[src/rtl/queue_pkg.sv]
// Shared definitions for the queue write path.
//
// Holds the arbiter/queue FSM state encoding and the default sizing used by
// queue_write_arbiter, its bus interface and the queue FSM.
package queue_pkg;

  localparam int unsigned default_num_requesters = 4;
  localparam int unsigned default_word_length    = 8;

  typedef enum logic [1:0] {
    IDLE      = 2'd0,
    WRITE     = 2'd1,
    FULL_WAIT = 2'd2
  } state_t;

endpackage

[src/rtl/queue_write_arbiter_if.sv]
// Bus between the producers / queue and queue_write_arbiter.
//
// Signals:
//   req            per-producer write request, held until granted
//   req_data       producer i word at [i*word_length +: word_length]
//   stack_full     full flag from the queue
//   grant          one-hot registered grant (pulse = word taken)
//   write_to_stack registered queue write strobe
//   data_to_stack  registered word to the queue
//   blocked        high while pending requests are stalled by stack_full
//
// Modports:
//   master  producers + queue side (drives req/req_data/stack_full)
//   slave   arbiter side
interface queue_write_arbiter_if
  import queue_pkg::*;
#(
  parameter int unsigned num_requesters = default_num_requesters,
  parameter int unsigned word_length    = default_word_length
);

  logic [num_requesters-1:0]             req;
  logic [num_requesters*word_length-1:0] req_data;
  logic                                  stack_full;
  logic [num_requesters-1:0]             grant;
  logic                                  write_to_stack;
  logic [word_length-1:0]                data_to_stack;
  logic                                  blocked;

  modport master (
    output req,
    output req_data,
    output stack_full,
    input  grant,
    input  write_to_stack,
    input  data_to_stack,
    input  blocked
  );

  modport slave (
    input  req,
    input  req_data,
    input  stack_full,
    output grant,
    output write_to_stack,
    output data_to_stack,
    output blocked
  );

endinterface

[src/rtl/queue_write_arbiter_rr_pick.sv]
// Combinational round-robin pick.
//
// Ports:
//   eligible  requests allowed to compete this cycle
//   rr_ptr    index with highest priority this cycle
//   winner    one-hot winner: first eligible index at or above rr_ptr,
//             wrapping from num_requesters-1 to 0
//   valid     high when any request is eligible
module rr_pick #(
  parameter int unsigned num_requesters = 4,
  parameter int unsigned ptr_width      = 2
) (
  input  logic [num_requesters-1:0] eligible,
  input  logic [ptr_width-1:0]      rr_ptr,
  output logic [num_requesters-1:0] winner,
  output logic                      valid
);

  always_comb begin
    int unsigned idx;
    winner = '0;
    valid  = 1'b0;
    idx    = 0;
    // Walk the ring starting at rr_ptr; the first hit wins.
    for (int unsigned off = 0; off < num_requesters; off++) begin
      idx = 32'(rr_ptr) + off;
      if (idx >= num_requesters) begin
        idx = idx - num_requesters;
      end
      if (!valid && eligible[idx]) begin
        winner[idx] = 1'b1;
        valid       = 1'b1;
      end
    end
  end

endmodule

[src/rtl/queue_write_arbiter.sv]
// Round-robin arbiter sharing one queue write port between producers.
//
// Ports:
//   clk    rising-edge clock
//   reset  asynchronous active-low reset
//   bus    queue_write_arbiter_if slave modport (req, req_data, stack_full in;
//          grant, write_to_stack, data_to_stack, blocked out)
//
// Every edge re-arbitrates: a winner with stack_full low is written (grant,
// strobe and data registered together, one cycle after req is sampled); a
// winner with stack_full high parks the FSM in FULL_WAIT (blocked).
module queue_write_arbiter
  import queue_pkg::*;
#(
  parameter int unsigned num_requesters = default_num_requesters,
  parameter int unsigned word_length    = default_word_length
) (
  input logic                  clk,
  input logic                  reset,
  queue_write_arbiter_if.slave bus
);

  localparam int unsigned ptr_width =
    (num_requesters > 1) ? $clog2(num_requesters) : 1;

  state_t                    state;
  state_t                    state_next;
  logic [ptr_width-1:0]      rr_ptr;
  logic [ptr_width-1:0]      rr_ptr_next;
  logic [ptr_width-1:0]      win_idx;
  logic [num_requesters-1:0] eligible;
  logic [num_requesters-1:0] winner;
  logic                      win_valid;
  logic [num_requesters-1:0] grant_q;
  logic [num_requesters-1:0] grant_next;
  logic                      write_q;
  logic                      write_next;
  logic [word_length-1:0]    data_q;
  logic [word_length-1:0]    data_next;
  logic [word_length-1:0]    win_data;

  // The producer granted this cycle still shows req until the next edge, so
  // it is kept out of the competition to avoid taking its word twice.
  assign eligible = bus.req & ~grant_q;

  rr_pick #(
    .num_requesters(num_requesters),
    .ptr_width     (ptr_width)
  ) u_rr_pick (
    .eligible(eligible),
    .rr_ptr  (rr_ptr),
    .winner  (winner),
    .valid   (win_valid)
  );

  // Winner index and its data slice (one-hot AND-OR mux).
  always_comb begin
    win_idx  = '0;
    win_data = '0;
    for (int unsigned i = 0; i < num_requesters; i++) begin
      if (winner[i]) begin
        win_idx  = ptr_width'(i);
        win_data = win_data | bus.req_data[i*word_length +: word_length];
      end
    end
  end

  // Next state and next output register values.
  always_comb begin
    state_next  = IDLE;
    grant_next  = '0;
    write_next  = 1'b0;
    data_next   = data_q;
    rr_ptr_next = rr_ptr;
    if (win_valid) begin
      if (!bus.stack_full) begin
        state_next  = WRITE;
        grant_next  = winner;
        write_next  = 1'b1;
        data_next   = win_data;
        rr_ptr_next = (win_idx == ptr_width'(num_requesters - 1))
                      ? '0 : win_idx + ptr_width'(1);
      end else begin
        state_next = FULL_WAIT;
      end
    end
  end

  always_ff @(posedge clk or negedge reset) begin
    if (!reset) begin
      state   <= IDLE;
      rr_ptr  <= '0;
      grant_q <= '0;
      write_q <= 1'b0;
      data_q  <= '0;
    end else begin
      state   <= state_next;
      rr_ptr  <= rr_ptr_next;
      grant_q <= grant_next;
      write_q <= write_next;
      data_q  <= data_next;
    end
  end

  assign bus.grant          = grant_q;
  assign bus.write_to_stack = write_q;
  assign bus.data_to_stack  = data_q;
  assign bus.blocked        = (state == FULL_WAIT);

endmodule

[src/flat_wrapper.sv]
// flat-port wrapper written by rule: the top's interface ports become plain ports
module queue_write_arbiter_flat import queue_pkg::*;
#(
  parameter int unsigned num_requesters = default_num_requesters,
  parameter int unsigned word_length    = default_word_length
)
  (clk, reset, bus_req, bus_req_data, bus_stack_full, bus_grant, bus_write_to_stack, bus_data_to_stack, bus_blocked);
  queue_write_arbiter_if #(.num_requesters(num_requesters), .word_length(word_length)) bus_i ();
  input logic clk;
  input logic reset;
  input wire logic [$bits(bus_i.req)-1:0] bus_req;
  input wire logic [$bits(bus_i.req_data)-1:0] bus_req_data;
  input wire logic [$bits(bus_i.stack_full)-1:0] bus_stack_full;
  output wire logic [$bits(bus_i.grant)-1:0] bus_grant;
  output wire logic [$bits(bus_i.write_to_stack)-1:0] bus_write_to_stack;
  output wire logic [$bits(bus_i.data_to_stack)-1:0] bus_data_to_stack;
  output wire logic [$bits(bus_i.blocked)-1:0] bus_blocked;
  assign bus_i.req = bus_req;
  assign bus_i.req_data = bus_req_data;
  assign bus_i.stack_full = bus_stack_full;
  assign bus_grant = bus_i.grant;
  assign bus_write_to_stack = bus_i.write_to_stack;
  assign bus_data_to_stack = bus_i.data_to_stack;
  assign bus_blocked = bus_i.blocked;
  queue_write_arbiter #(.num_requesters(num_requesters), .word_length(word_length)) u_core (.clk(clk), .reset(reset), .bus(bus_i));
endmodule
[config.mk]
export PLATFORM = sky130hd
export DESIGN_NAME = queue_write_arbiter_flat
export DESIGN_NICKNAME = d
export VERILOG_FILES = /design/src/rtl/queue_pkg.sv /design/src/rtl/queue_write_arbiter_if.sv /design/src/rtl/queue_write_arbiter_rr_pick.sv /design/src/rtl/queue_write_arbiter.sv /design/src/flat_wrapper.sv
export SDC_FILE = /design/constraint.sdc
export NUM_CORES = 1
export LEC_CHECK = 0
export CAP_MARGIN = 25
export CORE_MARGIN = 3
export CORE_UTILIZATION = 44
export DETAILED_ROUTE_END_ITERATION = 16
export PLACE_DENSITY = 0.85
export RECOVER_POWER = 25
export SLEW_MARGIN = 20
export SYNTH_ARGS = -nofsm -noshare
export SYNTH_HDL_FRONTEND = slang
export SYNTH_SLANG_ARGS = --single-unit
[constraint.sdc]
create_clock -name clk -period 4.26 [get_ports clk]
set_input_delay 0.852 -clock clk [delete_from_list [all_inputs] [get_ports clk]]
set_output_delay 0.852 -clock clk [all_outputs]
set_load 0.05 [all_outputs]
Word level (Yosys, flattened, before mapping)
Index checks and enable logic that the tools add are counted.

Input bits: 39. Flip-flop bits (word level): 17. Word-level logic and storage cells: 89.

Add/sub/neg operators: 8. Reduce and logical (&&, ||, !) cells: 11. Mux-type cells: 42. Bitwise operators: 9. Magnitude comparators: 12. Equal/unequal tests: 2.

Operators with widths (number): $ge 32x1->1 const B (4); $lt 32x3->1 const B (4); $mux 32 (4); $mux 8 (4); $mux 4 (6); $or 8x8->8 (3); $mux 1 (15); $or 4x4->4 (3); $sub 3x3->4 const B (3); $mux 2 (5); $ge 3x3->1 const B (3); $bmux 1 s2 (4); $demux 1 s2 (4); $logic_and 1x1->1 (7); $add 2x2->3 const B (2); $and 4x4->4 (1); $eq 2x2->1 const B (2); $not 4->4 (1); $sub 2x3->4 const B (1); $add 2x1->3 const B (1); $ge 2x3->1 const B (1); $logic_not 1->1 (3); $add 2x1->2 const B (1); $reduce_and 2->1 (1); $not 1->1 (1).

Logic depth before layout (Yosys ltp)
Word-level depth: 21. Depth in mapped cells: 9. Mapped depth without buffers: 8.

Hierarchy
Synthesis repeated with hierarchy kept, for this count alone.

Cell total of the unflattened synthesis: 130. Area, all modules: 1206.2 um^2.

Modules (own cells, without submodules): queue_write_arbiter (sequential area each 400.4 um^2, area an instance 758.2 um^2, times used 1, cells each 72); rr_pick (sequential area each 0.0 um^2, area an instance 447.9 um^2, times used 1, cells each 58).

Worst setup path after synthesis
No wires, ideal clock.

Kind: input to register. Start: input port bus_req[0]. End: register u_core.data_q[0] (netlist: u_core.bus.data_to_stack[0]). Cell stages on the path: 7. Library setup time: 127 ps. Data arrival time: 2613 ps. Data required time: 4133 ps. Path slack: 1520 ps. Path through: nor2b_1 -> mux4_2 -> a22o_1 -> or3_1 -> buf_6 -> a221oi_2 -> a21oi_1.

Longest elaborated chain between the ends: 20.

RTL lines: from (decl) (line flat_wrapper.sv:11) `input wire logic [$bits(bus_i.req)-1:0] bus_req;`; $and 4x4->4 * (line queue_write_arbiter.sv:44) `assign eligible = bus.req & ~grant_q;`; $bmux 1 s2 (line queue_write_arbiter_rr_pick.sv:30) `if (!valid && eligible[idx]) begin`; $mux 1 (implied by the code) (line queue_write_arbiter_rr_pick.sv:30); $mux 1 (line queue_write_arbiter_rr_pick.sv:30); $logic_not 1->1 (line queue_write_arbiter_rr_pick.sv:30); $logic_and 1x1->1 (line queue_write_arbiter_rr_pick.sv:30); $mux 1 (line queue_write_arbiter_rr_pick.sv:30); $logic_not 1->1 (line queue_write_arbiter_rr_pick.sv:30); (+4 left out); $mux 4 (line queue_write_arbiter_rr_pick.sv:30); $mux 8 (line queue_write_arbiter.sv:61) `if (winner[i]) begin`; $or 8x8->8 (line queue_write_arbiter.sv:63) `win_data = win_data | bus.req_data[i*word_length +: word_length];`; $mux 8 (line queue_write_arbiter.sv:61); $or 8x8->8 (line queue_write_arbiter.sv:63); $mux 8 (line queue_write_arbiter.sv:61); $or 8x8->8 (line queue_write_arbiter.sv:63); $mux 8 (line queue_write_arbiter.sv:61); to (signal assigned) (line queue_write_arbiter.sv:101) `data_q <= data_next;`; to (decl) (line queue_write_arbiter.sv:38) `logic [word_length-1:0] data_q;`.

Mark *: on every way between the ends. The rest lies on a longest branch, timed or not. The select of a mux whose other input is x is not followed. A chain may end at the register's enable or synchronous reset.

Worst setup path in the final report
Start: input port bus_req[0]. End: register u_core.data_q[5] (netlist: u_core.bus.data_to_stack[5]).

The elaborated chain is that of the path after synthesis.

==> flow_summary.ini <==
[outcome]
outcome = completed

[grt]
grt_max_degree = 17
grt.overflow.total = 0
antenna_found_initial = 0
grt_pass1_vias = 1175
grt_use_total_pct = 20.5
grt_first_pass_wirelength_um = 5190

[place]
gp_congestion = 0.801
hpwl_um = 2490
pre_cts_slack_ns = 0.843
post_dp_cell_area_mm2 = 0.00168
io_buffers = 52

[power]
p_sw_share_pct = 53.1
p_seq_share_pct = 20.5
peakVddDrop_uv = 546
switching_power_uw = 735
combPwrFrac_pct = 72.4
p_leak_nw = 0.724
power_frac_clock_pct = 7.1
internal-power_uw = 650
power_density_mw_per_mm2 = 807

[critical_path]
worstSetupStartpoint = bus_req[0]
worst_r2r_path_depth = 8
critPathCaptureType = flip-flop
critPathSlowestCell = or3_1
start_kind = primary input
slowest_delay_ns = 0.63
rrSetupSlack_ns = 1.33
reg2reg_from = u_core.rr_ptr[0]$_DFFE_PN0P_
arrival_ns = 3.36
crit_end = u_core.bus.data_to_stack[5]$_DFFE_PN0P_
worst-path-max-fanout = 11
r2r-end = u_core.bus.data_to_stack[5]$_DFFE_PN0P_
path_cells = clkdlybuf4s50_1 -> nor2b_1 -> nor3_1 -> nor3_1 -> nor3_1 -> or3_1 -> a221oi_2 -> a21oi_1
critical_path_class = in2reg
critical_path_required_ns = 4.44
path_common_cell = nor3_1

[synthesis]
ys_types = 26
synth_warnings = 0
synth_cells = 121
seq_area_frac_synth_pct = 34.6
synthesis.area_mm2 = 0.00116
ys_seq_elements = 16
yosys.area.top_type = dfrtp_1
synthTopCellsByArea = dfrtp_1, a221oi_2, ha_1, nor3_1, a22oi_1
synth_top_area_share_pct = 34.6
syn_avg_cell_area_um2 = 9.55
synthesis.nets = 167

[detailed_routing]
dr.first_iter.drc_count = 82
wire_per_inst_um = 16.3
num_vias = 1197
ant_nets = 0
drcViolationCount = 0
vias_per_cell = 6.02
routed_wl_um = 3250
first_pass_iters = 4

[floorplanning]
die-area_mm2 = 0.00328
die_y_um = 57.3
coreArea_mm2 = 0.00234
start_util_pct = 49.4
dieWidth_um = 57.3
rows = 17
pin_count = 53

[cells_and_area]
n_antenna_cell = 0
fin_area_mm2 = 0.00172
areaGrowthSynthToFinish_pct = 48.4
drive_above_1_share_pct = 8.77
nNetsFinal = 218
fin_util_pct = 73.3

[clocking]
cts_buffers = 3
clk_pin_slew_ns = 0.10
clock_latency_ns = 0.29
cts_sinks = 16
cts_setup_buffers = 0
cts_tree = yes
clock_tree.root_cell = clkbuf_4
clockBufferDepth = 2
ctsHoldBuffers = 0
htree_levels = 1
post_cts_resized = 0

[timing]
fin_ws_ns = 1.08
fmax_mhz = 314
post-route-period-util_pct = 74.8
hold_violations = 0
period_minus_slack_ns = 3.18
setup-tns-final_ns = 0
slew_headroom_pct = 52.2
setup_viol = 0
skew_ns = 0.0118
final-max-slew-violation-count = 0
worst_pin_slew_ns = 0.714
rsz0062_at_grt = false
hold_ws_ns = 0.540

[min_path]
worstHoldPathType = reg2reg
min_from = u_core.bus.data_to_stack[1]$_DFFE_PN0P_

[flow_run]
drv_cap = 0
## worst min path at each step
stage / endpoint / slack (ns) / cells past startpoint
6_report: u_core.bus.data_to_stack[1]$_DFFE_PN0P_ / 0.54 / 2
5_1_grt: u_core.bus.data_to_stack[7]$_DFFE_PN0P_ / 0.58 / 2
4_1_cts: u_core.bus.data_to_stack[1]$_DFFE_PN0P_ / 0.54 / 2
3_5_place_dp: u_core.bus.data_to_stack[1]$_DFFE_PN0P_ / 0.52 / 2
3_3_place_gp: u_core.bus.data_to_stack[0]$_DFFE_PN0P_ / 0.51 / 2
2_1_floorplan: u_core.bus.data_to_stack[0]$_DFFE_PN0P_ / 0.56 / 0
## cell usage in the layout, fill, tap and decap left out
cell / n
inv_2: 1
mux4_2: 2
a211o_1: 2
a21oi_1: 8
inv_1: 2
and3_1: 2
and2b_1: 2
clkbuf_4: 3
nand2b_1: 4
dfrtp_1: 16
or3_1: 2
clkdlybuf4s50_1: 51
ha_1: 7
nor3_1: 12
and2_1: 4
nor2_1: 12
o211ai_1: 2
nor2b_1: 4
a21boi_0: 3
nand2_1: 7
dlygate4sd3_1: 1
clkbuf_8: 1
a21o_1: 1
a22oi_1: 8
a22o_1: 4
a221oi_2: 8
o31ai_1: 2
## sequential cells by signal, summed over array words and instances, names as in the netlist
signal and count:
u_core.bus.grant 4, u_core.bus.data_to_stack 8, u_core.bus.write_to_stack 1, u_core.rr_ptr 2
u_core.state 1
## layout make-up
type / instances / area [um2]
timing repair buffer: 52 / 520
sequential: 16 / 400
tap: 28 / 35.0
inverter: 3 / 11.3
fill: 171 / 624
clock buffer: 4 / 36.3
multi-input combinational: 96 / 712
## critical path, delay by kind of cell
kind / cells / cell delay [ns]
and+or+nand+nor: 5 / 1.54
AOI/OAI and AO/OA: 2 / 0.50
buffers and inverters: 1 / 0.47
## cells by family after synthesis
| group | count (synthesis) | share of synthesized area, % |
|---|---|---|
| buf+inv | 9 | 3.79 |
| compound gates | 38 | 28.8 |
| simple gates | 49 | 21.3 |
| mux | 2 | 3.90 |
| flops | 16 | 34.6 |
| fa+ha+maj | 7 | 7.58 |
## routing by layer
layer	track usage [%]	vias to the layer above	wire [um]
met5	0	-	0
met3	5.88	4	334
met1	26.3	573	1340
met4	8.28	0	25
li1	-	556	-
met2	32.3	64	1550
## power by group through the flow
stage | Clock (mW) | Combinational [mW] | Sequential [mW]
after floorplan | 0 | 0.542 | 0.478
after global placement | 0 | 0.968 | 0.282
after detailed placement | 0 | 0.986 | 0.285
after CTS | 0.103 | 0.991 | 0.284
after global routing | 0.109 | 1.07 | 0.296
final | 0.0989 | 1.00 | 0.284
## per-stage QoR
stage	power, mW	std cells
5_1_grt	1.47	199
3_3_place_gp	1.25	195
2_1_floorplan	1.02	121
6_report	1.38	199
3_5_place_dp	1.27	195
4_1_cts	1.38	199
## cell usage after synthesis
cell type,n
nor2b_1,4
a211o_1,2
buf_2,2
o211ai_1,2
a22oi_1,8
a21boi_0,3
inv_2,1
inv_1,2
a21oi_1,8
nor3_1,12
a221oi_2,8
a22o_1,4
ha_1,7
clkbuf_1,3
dfrtp_1,16
nor2_1,12
or3_1,2
nand2b_1,4
and3_1,2
mux4_2,2
o31ai_1,2
nand2_1,7
buf_6,1
and2b_1,2
a21o_1,1
and2_1,4
No activity file was read; power rests on OpenSTA's default activity.
